==> src/rtl/dac_serializer_param_pkg.sv <==
// Shared types and helpers for the serial DAC front-end.
//   state_e : serializer FSM states
//   FRAME_W : frame width of the default configuration (CTRL_W=2, DATA_W=16)
//   clog2   : counter width helper, never returns less than 1
package dac_pkg;

  typedef enum logic [1:0] {
    IDLE,
    SHIFT,
    GAP
  } state_e;

  localparam int unsigned FRAME_W = 18;

  function automatic int unsigned clog2(input int unsigned value);
    int unsigned w;
    w = 1;
    while (w < 32 && (32'd1 << w) < value) w++;
    return w;
  endfunction

  function automatic int unsigned frame_w(input int unsigned ctrl_w,
                                          input int unsigned data_w);
    return ctrl_w + data_w;
  endfunction

endpackage

==> src/rtl/dac_serializer_param_if.sv <==
// Upstream sample handshake plus DAC pin bundle for dac_serializer_param.
//   master : sample source side (drives din/din_ctrl/din_valid)
//   slave  : serializer side (drives din_ready and the DAC pins/status)
// din_ctrl is at least one bit wide even when no control bits are sent.
interface dac_serializer_param_if #(
  parameter int unsigned DATA_W = 16,
  parameter int unsigned CTRL_W = 2
);
  localparam int unsigned CTRL_PW = (CTRL_W > 0) ? CTRL_W : 1;

  logic [DATA_W-1:0]  din;
  logic [CTRL_PW-1:0] din_ctrl;
  logic               din_valid;
  logic               din_ready;
  logic               dac_in;
  logic               sync;
  logic               dac_sclk;
  logic               busy;
  logic               frame_done;

  modport master (
    output din, din_ctrl, din_valid,
    input  din_ready, dac_in, sync, dac_sclk, busy, frame_done
  );

  modport slave (
    input  din, din_ctrl, din_valid,
    output din_ready, dac_in, sync, dac_sclk, busy, frame_done
  );
endinterface

==> src/rtl/dac_serializer_param_sclk_divider.sv <==
// Bit-period divider: counts 0..2*DIV-1 while enabled.
//   clk, rst_n : clock, async active-low reset
//   en         : advance the counter
//   clr        : hold the counter at zero (wins over en)
//   sclk_lvl   : serial clock level, low for the first DIV counts of a bit
//   bit_start  : first count of a bit period
//   bit_end    : last count of a bit period
module sclk_divider
  import dac_pkg::*;
#(
  parameter int unsigned DIV = 1
) (
  input  logic clk,
  input  logic rst_n,
  input  logic en,
  input  logic clr,
  output logic sclk_lvl,
  output logic bit_start,
  output logic bit_end
);
  localparam int unsigned PERIOD = 2 * DIV;
  localparam int unsigned CW     = clog2(PERIOD);
  localparam logic [CW-1:0] LAST = CW'(PERIOD - 1);
  localparam logic [CW-1:0] HALF = CW'(DIV);

  logic [CW-1:0] div_cnt_q, div_cnt_d;

  always_comb begin
    div_cnt_d = div_cnt_q;
    if (clr) begin
      div_cnt_d = '0;
    end else if (en) begin
      div_cnt_d = (div_cnt_q == LAST) ? '0 : div_cnt_q + 1'b1;
    end
  end

  always_ff @(posedge clk or negedge rst_n) begin
    if (!rst_n) div_cnt_q <= '0;
    else        div_cnt_q <= div_cnt_d;
  end

  assign sclk_lvl  = (div_cnt_q >= HALF);
  assign bit_start = en && (div_cnt_q == '0);
  assign bit_end   = en && (div_cnt_q == LAST);

endmodule

==> src/rtl/dac_serializer_param.sv <==
// Serial DAC front-end: accepts {din_ctrl, din} over valid/ready and shifts
// one frame out with sync low, then holds sync high for GAP_BITS bit periods.
//   clk, rst_n : clock, async active-low reset
//   bus        : slave side of dac_serializer_param_if
//                (din, din_ctrl, din_valid -> din_ready, dac_in, sync,
//                 dac_sclk, busy, frame_done)
module dac_serializer_param
  import dac_pkg::*;
#(
  parameter int unsigned DATA_W    = 16,
  parameter int unsigned CTRL_W    = 2,
  parameter int unsigned DIV       = 1,
  parameter int unsigned GAP_BITS  = 1,
  parameter int unsigned LSB_FIRST = 0
) (
  input  logic                    clk,
  input  logic                    rst_n,
  dac_serializer_param_if.slave   bus
);
  localparam int unsigned FW      = frame_w(CTRL_W, DATA_W);
  localparam int unsigned IDX_MAX = (FW > GAP_BITS) ? FW : GAP_BITS;
  localparam int unsigned IW      = clog2(IDX_MAX);
  localparam logic [IW-1:0] LAST_BIT = IW'(FW - 1);
  localparam logic [IW-1:0] LAST_GAP = IW'(GAP_BITS - 1);

  state_e          state_q, state_d;
  logic [IW-1:0]   bit_idx_q, bit_idx_d;
  logic [FW-1:0]   shreg_q, shreg_d;
  logic            frame_done_q, frame_done_d;

  logic [FW-1:0]     load_frame;
  logic [DATA_W-1:0] data_ord;
  logic              sclk_lvl;
  logic              bit_end;
  // dac_in is taken straight from the shift register MSB, which already
  // changes on the bit-period wrap, so the start strobe is not needed here.
  logic              bit_start_unused;

  // Bit order is fixed at load time so the shifter always sends MSB first;
  // ctrl and data are reversed independently and ctrl stays in front.
  always_comb begin
    data_ord = '0;
    for (int unsigned i = 0; i < DATA_W; i++) begin
      data_ord[i] = (LSB_FIRST != 0) ? bus.din[DATA_W-1-i] : bus.din[i];
    end
  end

  if (CTRL_W > 0) begin : g_ctrl
    logic [CTRL_W-1:0] ctrl_ord;
    always_comb begin
      ctrl_ord = '0;
      for (int unsigned i = 0; i < CTRL_W; i++) begin
        ctrl_ord[i] = (LSB_FIRST != 0) ? bus.din_ctrl[CTRL_W-1-i] : bus.din_ctrl[i];
      end
    end
    assign load_frame = {ctrl_ord, data_ord};
  end else begin : g_no_ctrl
    logic unused_ctrl;
    assign unused_ctrl = ^bus.din_ctrl;
    assign load_frame  = data_ord;
  end

  sclk_divider #(
    .DIV (DIV)
  ) u_div (
    .clk       (clk),
    .rst_n     (rst_n),
    .en        (state_q != IDLE),
    .clr       (state_q == IDLE),
    .sclk_lvl  (sclk_lvl),
    .bit_start (bit_start_unused),
    .bit_end   (bit_end)
  );

  always_comb begin
    state_d      = state_q;
    bit_idx_d    = bit_idx_q;
    shreg_d      = shreg_q;
    frame_done_d = 1'b0;
    case (state_q)
      IDLE: begin
        bit_idx_d = '0;
        if (bus.din_valid) begin
          state_d = SHIFT;
          shreg_d = load_frame;
        end
      end
      SHIFT: begin
        if (bit_end) begin
          if (bit_idx_q == LAST_BIT) begin
            state_d      = GAP;
            bit_idx_d    = '0;
            shreg_d      = '0;
            frame_done_d = 1'b1;
          end else begin
            bit_idx_d = bit_idx_q + 1'b1;
            shreg_d   = shreg_q << 1;
          end
        end
      end
      GAP: begin
        if (bit_end) begin
          if (bit_idx_q == LAST_GAP) begin
            state_d   = IDLE;
            bit_idx_d = '0;
          end else begin
            bit_idx_d = bit_idx_q + 1'b1;
          end
        end
      end
      default: state_d = IDLE;
    endcase
  end

  always_ff @(posedge clk or negedge rst_n) begin
    if (!rst_n) begin
      state_q      <= IDLE;
      bit_idx_q    <= '0;
      shreg_q      <= '0;
      frame_done_q <= 1'b0;
    end else begin
      state_q      <= state_d;
      bit_idx_q    <= bit_idx_d;
      shreg_q      <= shreg_d;
      frame_done_q <= frame_done_d;
    end
  end

  // Pin outputs decode the registered state, so an async reset returns them
  // to idle levels immediately.
  assign bus.din_ready  = (state_q == IDLE);
  assign bus.busy       = (state_q != IDLE);
  assign bus.sync       = (state_q != SHIFT);
  assign bus.dac_sclk   = (state_q == SHIFT) && sclk_lvl;
  assign bus.dac_in     = (state_q == SHIFT) && shreg_q[FW-1];
  assign bus.frame_done = frame_done_q;

endmodule
==> src/flat_wrapper.sv <==
// flat-port wrapper written by rule: the top's interface ports become plain ports
module dac_serializer_param_flat import dac_pkg::*;
#(
  parameter int unsigned DATA_W    = 16,
  parameter int unsigned CTRL_W    = 2,
  parameter int unsigned DIV       = 1,
  parameter int unsigned GAP_BITS  = 1,
  parameter int unsigned LSB_FIRST = 0
)
  (clk, rst_n, bus_din, bus_din_ctrl, bus_din_valid, bus_din_ready, bus_dac_in, bus_sync, bus_dac_sclk, bus_busy, bus_frame_done);
  dac_serializer_param_if #(.DATA_W(DATA_W), .CTRL_W(CTRL_W)) bus_i ();
  input  logic clk;
  input  logic rst_n;
  input wire logic [$bits(bus_i.din)-1:0] bus_din;
  input wire logic [$bits(bus_i.din_ctrl)-1:0] bus_din_ctrl;
  input wire logic [$bits(bus_i.din_valid)-1:0] bus_din_valid;
  output wire logic [$bits(bus_i.din_ready)-1:0] bus_din_ready;
  output wire logic [$bits(bus_i.dac_in)-1:0] bus_dac_in;
  output wire logic [$bits(bus_i.sync)-1:0] bus_sync;
  output wire logic [$bits(bus_i.dac_sclk)-1:0] bus_dac_sclk;
  output wire logic [$bits(bus_i.busy)-1:0] bus_busy;
  output wire logic [$bits(bus_i.frame_done)-1:0] bus_frame_done;
  assign bus_i.din = bus_din;
  assign bus_i.din_ctrl = bus_din_ctrl;
  assign bus_i.din_valid = bus_din_valid;
  assign bus_din_ready = bus_i.din_ready;
  assign bus_dac_in = bus_i.dac_in;
  assign bus_sync = bus_i.sync;
  assign bus_dac_sclk = bus_i.dac_sclk;
  assign bus_busy = bus_i.busy;
  assign bus_frame_done = bus_i.frame_done;
  dac_serializer_param #(.DATA_W(DATA_W), .CTRL_W(CTRL_W), .DIV(DIV), .GAP_BITS(GAP_BITS), .LSB_FIRST(LSB_FIRST)) u_core (.clk(clk), .rst_n(rst_n), .bus(bus_i));
endmodule
==> config.mk <==
export PLATFORM = sky130hd
export DESIGN_NAME = dac_serializer_param_flat
export DESIGN_NICKNAME = d
export VERILOG_FILES = /design/src/rtl/dac_serializer_param_pkg.sv /design/src/rtl/dac_serializer_param_if.sv /design/src/rtl/dac_serializer_param_sclk_divider.sv /design/src/rtl/dac_serializer_param.sv /design/src/flat_wrapper.sv
export SDC_FILE = /design/constraint.sdc
export NUM_CORES = 1
export LEC_CHECK = 0
export CAP_MARGIN = 10
export CORE_UTILIZATION = 25
export DETAILED_ROUTE_END_ITERATION = 10
export PLACE_DENSITY = 0.42
export SYNTH_ARGS = -nofsm -noshare
export SYNTH_HDL_FRONTEND = slang
export SYNTH_SLANG_ARGS = --single-unit
==> constraint.sdc <==
create_clock -name clk -period 4.1 [get_ports clk]
set_input_delay 0.41 -clock clk [delete_from_list [all_inputs] [get_ports clk]]
set_output_delay 0.41 -clock clk [all_outputs]
set_load 0.05 [all_outputs]
==> results of run 1 <==
## power groups by stage
stage	sequential, µW	clock (µW)	combinational (µW)
2_1_floorplan	425	0	578
3_3_place_gp	436	0	739
3_5_place_dp	439	0	757
4_1_cts	434	164	759
5_1_grt	447	172	842
6_report	434	153	750
## path summary, 6_finish.rpt
kind | startpoint | endpoint | slack (ns) | cells after the start
min in group asynchronous | rst_n | u_core.u_div.div_cnt_q | 0.52 | 2
min | u_core.u_div.div_cnt_q | u_core.u_div.div_cnt_q | 0.47 | 1
min reg2reg | u_core.u_div.div_cnt_q | u_core.u_div.div_cnt_q | 0.47 | 1
max in group asynchronous | rst_n | u_core.bit_idx_q[3] | 3.30 | 2
max | u_core.state_q[1] | bus_sync | 1.10 | 5
max reg2reg | u_core.bit_idx_q[1] | u_core.bit_idx_q[4] | 1.82 | 6
## registers in the layout (all words and copies together), names as in the netlist
register,cells
u_core.shreg_q,18
u_core.bit_idx_q,5
u_core.u_div.div_cnt_q,1
u_core.state_q,2
u_core.bus.frame_done,1
## layer usage
metal / vias to the layer above / global-route usage
met3: 2 / 0.0198
li1: 604 / -
met5: - / 0
met1: 564 / 0.151
met2: 22 / 0.192
met4: 0 / 0.0444
## cells in the mapped netlist
cell type  count
a2111oi_0      1
nand3_1        3
or3_1          1
nor4b_2        1
ha_1           8
and3_1        16
a21o_1         1
o21ai_0        3
a211o_1        2
clkbuf_1       5
buf_4          1
mux2_4         1
o22ai_2        1
a2bb2oi_1      1
a21oi_1       35
nand2b_1       2
dfrtp_1       27
o2111ai_2      1
inv_1          8
nor4_1         1
buf_2          3
mux2i_1        1
nor4b_1        1
or2_0          1
o22ai_1        1
and2_1         2
nand4bb_1      1
a2bb2oi_2      1
nor3_1         1
nand2_1        8
nor3b_1        1
nor2_1        19
## area by class of cell
class,instances,area share
multi-input cells,115,0.388
flip-flops and latches,27,0.367
repair buffers,29,0.154
well taps,72,0.0490
clock buffers,3,0.0224
inverters,8,0.0163
clock inverters,1,0.00272
## through the flow
step	worst slack, ns	cell area (µm²)	total power [µW]	std cells
after floorplan	1.87	1460	1000	159
after global placement	1.47	1790	1180	251
after detailed placement	1.39	1790	1200	251
after CTS	1.07	1840	1360	255
after global routing	0.973	1840	1460	255
final	1.10	1840	1340	255
## logic make-up (layout without fill, tap and decap cells)
| group | Yosys count | in the layout | synth area share |
|---|---|---|---|
| compound gates | 47 | 47 | 0.193 |
| simple gates | 58 | 58 | 0.211 |
| mux | 2 | 2 | 0.0171 |
| fa+ha+maj | 8 | 8 | 0.0685 |
| flops | 27 | 27 | 0.462 |
| buf+inv | 17 | 41 | 0.0488 |
## worst max-delay path, cell delays in order (launching register included)
cell and delay (ns):
dfrtp_1 0.42, inv_1 0.10, ha_1 0.18, buf_4 0.20, inv_1 0.48, clkdlybuf4s50_1 0.92
==> qor.txt, run 1 <==
Starting density of the core = 0.262
Area grow syn2layout = 25.9%
Final core utilization = 0.330
Sequential Area = 676 µm²
Synth area leader = dfrtp_1
Met1 WL = 1.60 mm
Hold Violations, Final = 0
Routed length on met3 = 110 µm
Comb power frac = 0.561
Average cell area after synthesis = 9.19 µm²
Status = complete, no violations
First-pass GRT wire length = 5.59 mm
Global-route usage over all layers = 0.116
Die Span X = 78.5 µm
Commonest non-fill, non-tap cells in the layout = 35 x a21oi_1, 27 x dfrtp_1, 26 x clkdlybuf4s50_1
Top cell type's share of synthesized area = 0.462
Synth Register Bits = 27
Period utilization = 0.731
Post-CTS sizing = 0
CTS Sinks = 27
Clock transition at the registers of the reported paths = 0.09 ns
Port bufs = 26
Congestion Overflow GR = 0
Routed WL per cell = 13.0 µm
Iter 0 DRT Violations = 70
Syn Inst Count = 159
Core Region = 0.00557 mm²
RSZ-0062 raised after global routing = no
Commonest non-fill, non-tap cell in the layout = a21oi_1
Syn Nets = 188
Final clock skew = 0.00147 ns
Initial antenna violation count = 0
Startpoint types = flop
Met2 wire length = 1.56 mm
Final nets = 213
Io pins = 27
CP endpoint kind = output port
Sequential fraction of the synthesis area = 0.462
Switch share = 0.445
Cts hold-fix bufs = 0
Num rows = 27
Top post-synthesis cells by area = dfrtp_1 46%, a21oi_1 12%, and3_1 6.8%, ha_1 6.8%, nor2_1 4.9%
Antenna diode count = 0
Die area = 0.00616 mm²
Clock Latency Late Sink = 0.27 ns
DRT Pass-1 Iters = 4
Max VDD drop = 278 µV
Leak = 0.000821 µW
Largest net degree at the start of global routing = 37
Die H = 78.5 µm
Clock Power Share = 0.115
Power density over cell area = 727 mW/mm²
Final Critical Period = 3.00 ns
Fin. max-slew vios = 0
CTS Root Cell = clkbuf_8
Vias in the first global route = 1,203
Min Hold Slack = 0.466 ns
Cell area after synthesis = 0.00146 mm²
Drc violations = 0
Slew @ Worst Pin = 0.748 ns
CTS HTree Levels = 1
DP HPWL = 2.19 mm
CTS tree = done
Arrival time of the worst setup path = 2.59 ns
DR vias/cell = 4.67
YS warnings = 0
Internal power = 742 µW
Switching Power = 595 µW
Type of the worst min-delay path = reg -> reg
Clock buffer depth = 2
Distinct cells, synth = 32
Ratio of cells with drive above 1 in the final layout = 0.0656
Total Routed Length = 3.31 mm
Relative slew slack = 0.499
TNS Setup = 0 ns
Peak Freq = 334 MHz
Max-capacitance violation count = 0
Top sig layer = met4
Multi-input logic area = 714 µm²
# setup viols final = 0
Placer congestion estimate = 0.751
Sequential share of power = 0.324
Post-route ant nets = 0
Via count = 1,192
CTS Buf Count = 3
Fill count = 576
CP max FO = 23
Type of the worst setup path = reg -> out
Worst EP required = 3.69 ns
Postcts setup bufs = 0
Note: power is estimated with default switching activity, not from simulation.
==> run 2, diff against run 1 <==
==> constraint.sdc (replaced) <==
create_clock -name clk -period 3 [get_ports clk]
set_input_delay 0.3 -clock clk [delete_from_list [all_inputs] [get_ports clk]]
set_output_delay 0.3 -clock clk [all_outputs]
set_load 0.05 [all_outputs]
==> run 2 against run 1 <==
  * Global-route usage about the same
  * Worst hold slack worse by 0.061 ns
  * Via count barely moved
  * Register-to-register slack got worse by 0.88 ns
  * Clock power grew 35%
  * Count of clock-buffer cells in the layout is 1 higher
  * Sequential power grew 37%
  * Non-clock buffer count rose by 2
  * Total power increased by 37%
  * Sequential share of layout area down 0.27 points
  * Critical path type unchanged
  * Largest cell class unchanged
==> qor.txt, run 2 (synthesized netlist as in run 1, its figures left out) <==
Clock Latency Late Sink = 0.27 ns (about the same)
Largest delay share family, worst path = buffers and inverters
# setup viols final = 0 (unchanged)
R2R Setup Slk = 0.94 ns (-0.88 ns)
Type of the worst setup path = reg -> out
CTS tree = done
Ratio of cells with drive above 1 in the final layout = 0.0703 (+0.00470)
Num rows = 27 (unchanged)
Leak = 0.000827 µW (+0.73%)
CP max stage cell = clkdlybuf4s50_1
CP endpoint kind = output port
Slew @ Worst Pin = 0.493 ns (-0.255 ns)
Fill count = 590 (+2.4%)
Max-capacitance violation count = 0 (unchanged)
First-pass GRT wire length = 5.54 mm (-0.88%)
Congestion Overflow GR = 0 (unchanged)
Cts hold-fix bufs = 0 (unchanged)
Period utilization = 0.803
Die Span X = 78.5 µm (unchanged)
Clock transition at the registers of the reported paths = 0.09 ns (about the same)
CTS Buf Count = 3 (unchanged)
Status = complete, no violations
Worst EP required = 2.70 ns (-0.99 ns)
Final clock skew = 0.00172 ns (+0.000243 ns)
Post-route ant nets = 0 (unchanged)
Arrival time of the worst setup path = 2.11 ns (-0.48 ns)
Total Routed Length = 3.24 mm (-2.1%)
Fin. max-slew vios = 0 (unchanged)
Routed WL per cell = 12.6 µm (-2.8%)
CTS HTree Levels = 1 (unchanged)
RSZ-0062 raised after global routing = no
Die area = 0.00616 mm² (unchanged)
Area grow syn2layout = 26.8%
Multi-input logic area = 714 µm² (unchanged)
DRT Pass-1 Iters = 4 (unchanged)
Top reg by flops = u_core.shreg_q
Io pins = 27 (unchanged)
Crit path top cell by count = inv_1
Hold Violations, Final = 0 (unchanged)
Starting density of the core = 0.262 (unchanged)
Max FFs per register = 18 (unchanged)
Clock buffer depth = 2 (unchanged)
Final nets = 215 (+0.94%)
Via count = 1,193 (+0.084%)
DP HPWL = 2.25 mm (+2.9%)
Initial antenna violation count = 0 (unchanged)
Crit path buffers/inverters = 3 (-1)
Worst path depth = 5 (unchanged)
Global-route usage over all layers = 0.116 (-0.000391)
Power density over cell area = 991 mW/mm² (+36%)
Final core utilization = 0.332 (+0.00247)
Startpoint types = flop
CTS Sinks = 27 (unchanged)
Vias in the first global route = 1,175 (-2.3%)
CP max FO = 9 (-61%)
Type of the worst min-delay path = in -> async
Core Region = 0.00557 mm² (unchanged)
CP Cell Sequence = inv_1 -> ha_1 -> nand2_1 -> inv_1 -> clkdlybuf4s50_1
Postcts setup bufs = 0 (unchanged)
Commonest non-fill, non-tap cell in the layout = a21oi_1
R2R depth = 7 (+1)
Sequential Area = 676 µm² (unchanged)
Placer congestion estimate = 0.733 (-2.4%)
Critical R2R Launch = u_core.state_q[1]
Drc violations = 0 (unchanged)
Top flop regs = u_core.shreg_q x18, u_core.bit_idx_q x5, u_core.state_q x2
Final Critical Period = 2.41 ns
Largest net degree at the start of global routing = 37 (unchanged)
Commonest non-fill, non-tap cells in the layout = 35 x a21oi_1, 27 x dfrtp_1, 26 x clkdlybuf4s50_1
DR vias/cell = 4.64 (-0.69%)
Max VDD drop = 561 µV (+100%)
Relative slew slack = 0.670 (+0.172)
Port bufs = 26 (unchanged)
Reg-to-reg endpoint = u_core.bit_idx_q[0]
Max incr delay on CP = 0.79 ns (-0.13 ns)
Iter 0 DRT Violations = 36 (-49%)
Post-CTS sizing = 0 (unchanged)
TNS Setup = 0 ns (unchanged)
Die H = 78.5 µm (unchanged)
Antenna diode count = 0 (unchanged)
Tot Pwr = 1840 µW (+37%)
Peak Freq = 415 MHz
CTS Root Cell = clkbuf_8
-- run 2: changes by cell type in the layout (fill, tap and decap cells not counted), sizes merged --
cell,change
buf,+2
clkbuf,+1
clkinv,-1
-- run 2: metal layers --
layer | GRT usage | part of all wire | vias to the layer above
met5 | 0 | 0 | -
met4 | 0.0500 | 0.020 | 0
li1 | - | - | 611
met1 | 0.158 | 0.50 | 554
met3 | 0.0209 | 0.033 | 5
met2 | 0.179 | 0.44 | 23
-- run 2: layout make-up --
| cell class | count | share of cell area |
|---|---|---|
| tap | 72 | 0.0486 |
| inverter | 8 | 0.0162 |
| sequential | 27 | 0.365 |
| clock buffer | 4 | 0.0243 |
| multi-input combinational | 115 | 0.386 |
| timing repair buffer | 31 | 0.161 |
-- run 2: where the power goes --
group	total, µW	internal (µW)	switching (µW)
Clock	207	95.2	112
Sequential	596	517	79.1
Combinational	1030	417	616
Total	1840	1030	807
-- run 2: stage by stage --
| stage | worst slack, ns | area (µm²) | hold slack, ns | std cells |
|---|---|---|---|---|
| 4_1_cts | 0.556 | 1850 | 0.420 | 257 |
| 5_1_grt | 0.444 | 1850 | 0.455 | 257 |
| 6_report | 0.591 | 1850 | 0.404 | 257 |
| 3_3_place_gp | 0.929 | 1810 | 0.461 | 253 |
| 2_1_floorplan | 0.772 | 1460 | 0.00441 | 159 |
| 3_5_place_dp | 0.867 | 1810 | 0.447 | 253 |
-- run 2: worst max-delay path by stage --
stage                                   end              start  slack (ns)
after floorplan           u_core.state_q[1]  u_core.state_q[0]        0.77
after global placement         bus_dac_sclk  u_core.state_q[1]        0.93
after detailed placement       bus_dac_sclk  u_core.state_q[1]        0.87
after CTS                      bus_dac_sclk  u_core.state_q[1]        0.56
after global routing           bus_dac_sclk  u_core.state_q[1]        0.44
final                          bus_dac_sclk  u_core.state_q[1]        0.59
